===== config.mk =====
export PLATFORM = sky130hd
export DESIGN_NAME = stream_arb_mux
export DESIGN_NICKNAME = d
export VERILOG_FILES = /design/src/rtl/stream_arb_mux.sv
export SDC_FILE = /design/constraint.sdc
export NUM_CORES = 1
export LEC_CHECK = 0
export BUFFER_PORTS_ARGS = -buffer_cell sky130_fd_sc_hd__buf_4
export CORE_ASPECT_RATIO = 1.75
export CORE_UTILIZATION = 46
export CTS_BUF_LIST = sky130_fd_sc_hd__clkbuf_4
export DETAILED_ROUTE_END_ITERATION = 8
export GPL_ROUTABILITY_DRIVEN = 1
export HOLD_SLACK_MARGIN = 0.05
export PLACE_DENSITY = 0.8
export SLEW_MARGIN = 25
export SYNTH_ARGS = -nofsm -noshare
export SYNTH_HDL_FRONTEND = slang
export SYNTH_SLANG_ARGS = --single-unit

===== constraint.sdc =====
create_clock -name clk -period 3.3 [get_ports clk]
set_input_delay 0.66 -clock clk [delete_from_list [all_inputs] [get_ports clk]]
set_output_delay 0.66 -clock clk [all_outputs]
set_load 0.05 [all_outputs]

===== src/rtl/stream_arb_mux.sv =====
// stream_arb_mux: CH-channel packet-aware arbiter (fixed priority or round-robin) feeding one registered output stage.
// Latency: a beat accepted in cycle t is presented on out_* in cycle t+1; full rate while out_ready stays high.
// Backpressure: out_valid && !out_ready freezes out_* and drops every in_ready; a granted packet keeps its lock.
module stream_arb_mux #(
    parameter int N    = 5,
    parameter int CH   = 4,
    parameter int MODE = 1,
    localparam int SW  = $clog2(CH)
) (
    input  logic            clk,
    input  logic            rst,
    input  logic [CH*N-1:0] in_data,
    input  logic [CH-1:0]   in_valid,
    input  logic [CH-1:0]   in_last,
    output logic [CH-1:0]   in_ready,
    output logic [N-1:0]    out_data,
    output logic            out_last,
    output logic [SW-1:0]   out_sel,
    output logic            out_valid,
    input  logic            out_ready
);

    typedef enum logic {IDLE = 1'b0, LOCK = 1'b1} state_t;

    state_t        state;
    logic [SW-1:0] ptr;
    logic [SW-1:0] lock_ch;
    logic [SW-1:0] base;
    logic [SW-1:0] pick;
    logic          pick_vld;
    logic [SW-1:0] gnt;
    logic          gnt_vld;
    logic          ld;
    logic          xfer;
    logic          sel_last;
    logic [N-1:0]  sel_data;

    // Channel visited k steps after base, wrapping CH-1 -> 0.
    function automatic logic [SW-1:0] scan_idx(input logic [SW-1:0] b, input int k);
        int c;
        c = int'(b) + k;
        if (c >= CH) c = c - CH;
        return SW'(c);
    endfunction

    // Fixed priority is a round-robin scan that always starts at channel 0.
    assign base = (MODE == 0) ? '0 : ptr;

    // Free-channel pick: first valid channel scanning upward from base.
    always_comb begin
        pick_vld = 1'b0;
        pick     = '0;
        for (int k = CH - 1; k >= 0; k--) begin
            if (in_valid[scan_idx(base, k)]) begin
                pick_vld = 1'b1;
                pick     = scan_idx(base, k);
            end
        end
    end

    // While a packet is open the locked channel owns the grant, valid or not.
    assign gnt      = (state == LOCK) ? lock_ch : pick;
    assign gnt_vld  = (state == LOCK) | pick_vld;
    assign ld       = ~out_valid | out_ready;
    assign sel_last = in_last[gnt];
    assign sel_data = in_data[int'(gnt) * N +: N];
    assign xfer     = |(in_valid & in_ready);

    // One-hot accept towards the granted channel whenever the output stage can load.
    always_comb begin
        in_ready = '0;
        for (int i = 0; i < CH; i++) begin
            if (!rst && ld && gnt_vld && (gnt == SW'(i))) in_ready[i] = 1'b1;
        end
    end

    // Arbiter state: packet lock, locked channel and round-robin pointer.
    always_ff @(posedge clk or posedge rst) begin
        if (rst) begin
            state   <= IDLE;
            lock_ch <= '0;
            ptr     <= '0;
        end else if (xfer) begin
            if (state == IDLE && !sel_last) begin
                state   <= LOCK;
                lock_ch <= gnt;
            end else if (state == LOCK && sel_last) begin
                state <= IDLE;
            end
            if (sel_last) ptr <= (gnt == SW'(CH - 1)) ? '0 : gnt + 1'b1;
        end
    end

    // Output stage: load on accept, go empty on an idle load slot, hold under backpressure.
    always_ff @(posedge clk or posedge rst) begin
        if (rst) begin
            out_valid <= 1'b0;
            out_data  <= '0;
            out_last  <= 1'b0;
            out_sel   <= '0;
        end else if (ld) begin
            out_valid <= xfer;
            if (xfer) begin
                out_data <= sel_data;
                out_last <= sel_last;
                out_sel  <= gnt;
            end
        end
    end

endmodule


Yosys cells after proc, flatten, opt, wreduce, memory -nomap -nowiden
Index checks and enable logic that the tools add are counted.

Logic and storage cells: 81. Bits of input ports: 31. Bits in registers: 14. Output and inout port bits: 13.

Bitwise gates (word level): 5. Add/subtract/negate cells: 8. Muxes and demuxes: 30. Reductions and logical operators: 17. Shifts and indexed selects: 1. Order comparisons: 9. Multipliers: 1. Equality and inequality tests: 3.

Operator list (number): $mux 2 (10); $shiftx 20x6->5 (1); $lt 2x3->1 const B (5); $mux 1 (15); $bmux 1 s2 (5); $ge 3x3->1 const B (3); $logic_and 1x1->1 (8); $reduce_and 2->1 (4); $sub 2x1->2 const B (4); $add 2x2->3 const B (2); $mul 2x3->5 const B (1); $and 4x4->4 (1); $eq 2x2->1 const B (2); $reduce_or 4->1 (1); $add 2x1->3 const B (1); $ge 2x3->1 const B (1); $add 2x1->2 const B (1); $eq 2x1->1 const B (1); $logic_not 1->1 (2); $logic_not 2->1 (1); $not 1->1 (2); $or 1x1->1 (2); $reduce_bool 2->1 (1).

Longest topological paths before layout
Gate-level depths: netlist (run 1).

Word-level depth: 16. Gate-level depth with buffers: 10. Depth with buffers taken out: 10.

Least setup slack after synthesis (run 1)
No wires, ideal clock.

Path kind: input -> output. From: input port in_valid[1]. To: output port in_ready[2]. Path slack: 200 ps. Arrival: 2440 ps. Buffers on the path: 1. Data required time: 2640 ps. Cell stages on the path: 5. Cells stage by stage: buf_2 or2b_1 o211ai_2 nand2_2 nor3_1.

Longest elaborated chain between the ends: 10. Elaborated cells between the ends (all ways): 22. Those cells by class: eq/ne (1); mux (18); bitwise (1); reduce/logical (2).

RTL lines: start, declared (line 13) `input logic [CH-1:0] in_valid,`; $bmux 1 s2 (line 54) `if (in_valid[scan_idx(base, k)]) begin`; $mux 1 (not written as such) (line 54); $mux 2 / $mux 1 (equally long branches) (4 in a row) (line 54); $mux 2 / $or 1x1->1 (equally long branches) (line 62, 63); $eq 2x2->1 / $logic_and 1x1->1 (equally long branches) (line 73) `if (!rst && ld && gnt_vld && (gnt == SW'(i))) in_ready[i] = 1'b1;`; $logic_and 1x1->1 (*) (line 73); $mux 1 (*) (line 73); end, declared (line 15) `output logic [CH-1:0] in_ready,`.

Every way passes the cells marked *; elsewhere a longest branch is shown, timed or not. The select of a mux whose other input is x is not followed.

Worst setup path in the final report (run 1)
From: register state. To: output port in_ready[3].

Longest elaborated chain between the ends: 4. Elaborated cells between the ends (all ways): 6. Those cells by class: eq/ne (1); mux (2); bitwise (1); reduce/logical (2).

RTL lines: start, declared (line 25) `state_t state;`; start signal, assigned (line 80) `state <= IDLE;`; start signal, assigned (line 85) `state <= LOCK;`; start signal, assigned (line 88) `state <= IDLE;`; $mux 2 / $or 1x1->1 (equally long branches) (line 62, 63); $eq 2x2->1 / $logic_and 1x1->1 (equally long branches) (line 73); $logic_and 1x1->1 (*) (line 73); $mux 1 (*) (line 73).

Every way passes the cells marked *; elsewhere a longest branch is shown, timed or not.

==> flow_metrics.tcl, run 1 <==
set metrics [dict create \
    critical_path.endpoint_type "output pin" \
    hp-class "in2async" \
    timing_worst_slew_pin_value_ns 0.6841 \
    synth.lib_cells_used.distinct 45 \
    post_cts_buffers 0 \
    setup.worst_path.start "state" \
    synth.mux.area_fraction_pct 28.26 \
    timing.final.setup_violations 0 \
    syn_avg_cell_area_sq_um 10.90 \
    path_buf_inv 3 \
    floorplan.die.height_um 67.67 \
    r2r-start "state" \
    final.fill_count 199 \
    synth-simple-area-share_pct 13.69 \
    worst-endpoint-required_ns 2.64 \
    cts_root_buf "clkbuf_4" \
    synthTopCellsByArea "dfrtp_1 (31%), mux2i_1 (15%), mux2_4 (9.3%)" \
    io_buffer_count 43 \
    synth_commonest_cells "mux2i_1 (17), dfrtp_1 (14), mux2_4 (7), inv_1 (6), nor2_1 (4)" \
    maxCapViolations 0 \
    multiInputGateArea_sq_um 733.2 \
    synth-edff-count 0 \
    final_critical_period_ns 2.910 \
    slew_headroom_pct 53.80 \
    synth_xor_xnor_area_share_pct 0 \
    yosys_most_used_dff "dfrtp_1" \
    worst_clock_skew_on_the_final_layout_ns 0.004933 \
    layout_worst_path_cycle_share_pct 88.18 \
    worstPathCellList "mux2i_1 -> o31ai_2 -> nand2_2 -> inv_2 -> ha_1 -> inv_1 -> nor2_1 -> buf_4" \
    postPlaceCellArea_sq_um 1478 \
    finish.net_count 183 \
    die_area_sq_um 2675 \
    postSynthCellCount 104 \
    grt_use_total_pct 23.70 \
    drt-wirelength-per-cell_um 16.02 \
    report.final.slew_viol_count 0 \
    globalRouteMet1Util_pct 22.06 \
    grt-ovfl-total 0 \
    antenna-diode-count 0 \
    critical_path.startpoint_type "flop" \
    numCtsBuffers 3 \
    worstSkewPairLatency_ns 0.29 \
    cpLargestDelayFamily "flip-flops" \
    yosys_warnings 0 \
    maximum_number_of_pins_on_one_net_before_global_route_repair 15 \
    powerDensity_nw_per_um2 1053 \
    busiest_layer "met2" \
    finalSetupTns_ns 0 \
    critPathKind "reg2out" \
    routed_via_density 5.642 \
    layout-drive-gt1-share_pct 48.65 \
    cp_slowest_cell "dfrtp_1" \
    netlist.area_leader.share_pct 30.91 \
    synthToLayoutAreaGrowth_pct 32.34 \
    clock_tree_from_tritoncts "built" \
    numClockSinks 14 \
    replace_congestion 0.7403 \
    top_count_cell_post_synth "mux2i_1" \
    cts.hold.buffers_added 0 \
    cp_data_arrival_time_ns 2.25 \
    non_filler_cells_in_the_finished_layout 173 \
    globalRouteMet2Util_pct 47.13 \
    rsz_0062_raised_after_global_routing "false" \
    dp_cells 170 \
    drt_pass1_iterations 2 \
    global_route_wire_length_before_repair_um 4340 \
    hpwlAfterDp_um 2283 \
    grt_pass1_vias 1005 \
    grt_antenna_before_repair 0 \
    run_status "complete, no violations" \
    synth_fa_ha_area_share_pct 2.208 \
    postLayoutCellArea_sq_um 1500 \
    dr_total_vias 976 \
    fin_util_pct 65.16 \
    routed_wirelength_um 2771 \
    peakVddDrop_mv 0.5820 \
    synth_largest_area_cell "dfrtp_1" \
    drcViolationCount 0 \
    number_of_design_rule_violations_left_by_the_first_detailed_router_iteration 15 \
    std_cell_rows 23 \
    timing_limited_maximum_frequency_mhz 343.7 \
    clock_transition_at_the_registers_of_the_reported_paths_ns 0.08 \
    groute.layer.met3.usage_pct 2.303 \
    io_pins 44 \
    initial_core_utilization_pct 49.24 \
    clockBufferDepth 2 \
    critPathMaxFanout 10 \
    power.leakage_uw 0.0007554 \
    core_area_sq_um 2302 \
    netlist_area_sq_um 1134 \
    seq_area_sq_um 350.3 \
    synth.ff_latch_count 14 \
    cts_max_level 1 \
    synthArstFlopShare_pct 100.0 \
    die_x_um 39.53 \
    hold_violation_total_from_the_final_report 0 \
    dominant_combinational_cell_family_by_area_after_synthesis "multiplexers" \
    yosysSeqAreaShare_pct 30.91 \
    synth_compound_gate_area_share_pct 20.53 \
    mappedNetlistNets 137 \
    cp_slowest_stage_delay_ns 0.63 \
    cts-resized-gates 0 \
    ant_nets 0 \
]
-- stage by stage --
| step | hold slack, ns | setup WS (ns) | total power, uW |
|---|---|---|---|
| 2_1_floorplan | 0.4803 | 0.1996 | 1213 |
| 3_3_place_gp | 0.4866 | 0.4561 | 1453 |
| 3_5_place_dp | 0.4948 | 0.3902 | 1488 |
| 4_1_cts | 0.4365 | 0.3922 | 1589 |
| 5_1_grt | 0.4593 | 0.2570 | 1675 |
| 6_report | 0.4150 | 0.3902 | 1579 |
-- metal layers --
layer	vias up	routed length, um
met5	-	0
met4	0	65
met3	7	126
met2	40	1605
met1	459	974
li1	470	-
-- flip-flops by register name, indices dropped and copies added, names as in the netlist --
register,count
out_data,5
base,2
lock_ch,2
out_sel,2
out_last,1
out_valid,1
state,1
-- cell usage in the layout (no fill, tap or decap), drive strengths merged, types with 2 or more instances in the layout --
master and n:
inv 8, nor2b 2, a211oi 2, o21ai 4
o41ai 2, and3 2, nor2 5, buf 44
mux2 11, nand2 5, o211ai 2, nand2b 3
clkbuf 3, nand3 3, mux2i 17, a21oi 5
ha 2, dfrtp 14
-- layout make-up --
class / count / area share [%]
Multi-Input combinational cell: 79 / 48.87
Clock buffer: 3 / 1.501
Inverter: 8 / 2.168
Tap cell: 25 / 2.085
Timing Repair Buffer: 44 / 22.02
Sequential cell: 14 / 23.35
-- power by group --
part           switching (uW)  total (uW)  leakage, uW  internal (uW)
sequential               82.6         342     0.000168            259
clock                    54.8        97.3    0.0000138           42.5
combinational             656        1140     0.000573            485
total                     793        1580     0.000755            786
-- cell families (layout without fill, tap and decap cells) --
| kind of cell | count (synthesis) | after routing |
|---|---|---|
| buffers and inverters | 11 | 55 |
| adder cells (fa/ha/maj) | 2 | 2 |
| AO/OA/AOI/OAI | 23 | 23 |
| multiplexers | 28 | 28 |
| AND/OR/NAND/NOR | 26 | 26 |
| flip-flops | 14 | 14 |
-- final timing paths --
path	to	slack (ns)	cells after the start
max	in_ready[3]	0.39	8
min in group clk	lock_ch[0]	0.51	1
min	out_data[1]	0.41	2
max in group asynchronous	out_sel[1]	2.53	2
max reg2reg	out_sel[0]	0.49	9
min reg2reg	lock_ch[0]	0.51	1
Note: power is estimated with default switching activity, not from simulation.
==> run 2: changes to the inputs <==
- PLACE_DENSITY: 0.8 -> 0.81
==> flow_metrics.tcl, run 2 (synthesis results as in run 1) <==
set metrics [dict create \
    initial_core_utilization_pct 49.24 \
    worst-endpoint-required_ns 2.64 \
    cts_root_buf "clkbuf_4" \
    hp-class "in2async" \
    peakVddDrop_mv 0.5062 \
    critPathMaxFanout 8 \
    r2r_end "out_sel[0]" \
    final_critical_period_ns 2.853 \
    rsz_0062_raised_after_global_routing "false" \
    finish.net_count 183 \
    cp_data_arrival_time_ns 2.19 \
    layout_commonest_cell "buf_4" \
    drcViolationCount 0 \
    die_area_sq_um 2675 \
    die_x_um 39.53 \
    replace_congestion 0.7805 \
    grt_pass1_vias 1033 \
    layout-drive-gt1-share_pct 48.65 \
    timing.reg2reg.setup_slack_ns 0.55 \
    io_pins 44 \
    numClockSinks 14 \
    drt_pass1_iterations 4 \
    ant_nets 0 \
    timing_worst_slew_pin_value_ns 0.6458 \
    core_area_sq_um 2302 \
    non_filler_cells_in_the_finished_layout 173 \
    grt-ovfl-total 0 \
    commonest_non_fill_non_tap_cells_in_the_layout "buf_4 (44), mux2i_1 (17), dfrtp_1 (14)" \
    clock_tree_from_tritoncts "built" \
    dp_cells 170 \
    largest-register "out_data" \
    drt-wirelength-per-cell_um 15.30 \
    antenna-diode-count 0 \
    grt_antenna_before_repair 0 \
    grt_use_total_pct 22.77 \
    numCtsBuffers 3 \
    layout_worst_path_cycle_share_pct 86.45 \
    multiInputGateArea_sq_um 733.2 \
    maximum_number_of_pins_on_one_net_before_global_route_repair 15 \
    final.fill_count 195 \
    r2r-start "state" \
    clock_transition_at_the_registers_of_the_reported_paths_ns 0.08 \
    timing.final.setup_violations 0 \
    std_cell_rows 23 \
    routed_wirelength_um 2647 \
    worstSkewPairLatency_ns 0.28 \
    fin_util_pct 65.16 \
    fin_hold_ws_ns 0.4238 \
    cts_max_level 1 \
    routed_via_density 5.665 \
    rr_worst_depth 9 \
    maxCapViolations 0 \
    run_status "complete, no violations" \
    hold_violation_total_from_the_final_report 0 \
    largest_register_ffs 5 \
    global_route_wire_length_before_repair_um 4257 \
    hpwlAfterDp_um 2194 \
    finalSetupTns_ns 0 \
    clockBufferDepth 2 \
    synthToLayoutAreaGrowth_pct 32.34 \
    report.final.slew_viol_count 0 \
    design_power_total_uw 1569 \
    critical_path.startpoint_type "input port" \
    post_cts_buffers 0 \
    timing_limited_maximum_frequency_mhz 350.5 \
    dr_total_vias 980 \
    critical_path.endpoint_type "output pin" \
    io_buffer_count 43 \
    floorplan.die.height_um 67.67 \
    seq_area_sq_um 350.3 \
    power.leakage_uw 0.0007554 \
    number_of_design_rule_violations_left_by_the_first_detailed_router_iteration 4 \
    cts.hold.buffers_added 0 \
    worst_clock_skew_on_the_final_layout_ns 0.001584 \
    powerDensity_nw_per_um2 1046 \
    cts-resized-gates 0 \
    critPathKind "in2out" \
    slew_headroom_pct 56.39 \
]
[run 2: cell counts in the layout (fill, tap and decap cells not counted)]
No cell type changed its count.
[run 2: report_power, final]
part / total, uW / switching (uW) / internal (uW)
combinational: 1140 / 652 / 483
sequential: 339 / 80.5 / 259
clock: 93.8 / 51.4 / 42.3
[run 2: critical path, cell delays in order]
cell     delay, ns
buf_4         0.12
and2_1        0.18
and2b_1       0.19
o41ai_4       0.35
nor2_4        0.07
inv_4         0.11
ha_1          0.16
inv_1         0.04
nor2_1        0.09
buf_4         0.20
[run 2: metrics by stage]
step / setup WS [ns] / cell area [sq um]
after CTS: 0.4381 / 1500
final: 0.4473 / 1500
after detailed placement: 0.4250 / 1478
after floorplan: 0.1996 / 1134
after global routing: 0.2964 / 1500
after global placement: 0.4701 / 1478
[run 2: worst max-delay path by stage]
stage             endpoint   startpoint
4_1_cts        in_ready[3]  in_valid[0]
6_report       in_ready[3]  in_valid[0]
5_1_grt        in_ready[3]        state
3_5_place_dp       base[1]  in_valid[0]
2_1_floorplan  in_ready[2]  in_valid[1]
3_3_place_gp       base[1]  in_valid[0]
[run 2: area by class of cell]
type,instances,share of cell area [%]
clock buffers,3,1.501
well taps,25,2.085
inverters,8,2.168
flip-flops and latches,14,23.35
repair buffers,44,22.02
multi-input cells,79,48.87
[run 2: per-layer routing]
metal / vias to the layer above / GRT usage, % / share of wire [%] / wire (um)
met5: - / 0 / 0 / 0
met4: 0 / 13.36 / 3.8 / 101
li1: 465 / - / - / -
met1: 455 / 23.26 / 36 / 943
met3: 11 / 1.974 / 5.9 / 156
met2: 49 / 41.60 / 55 / 1446
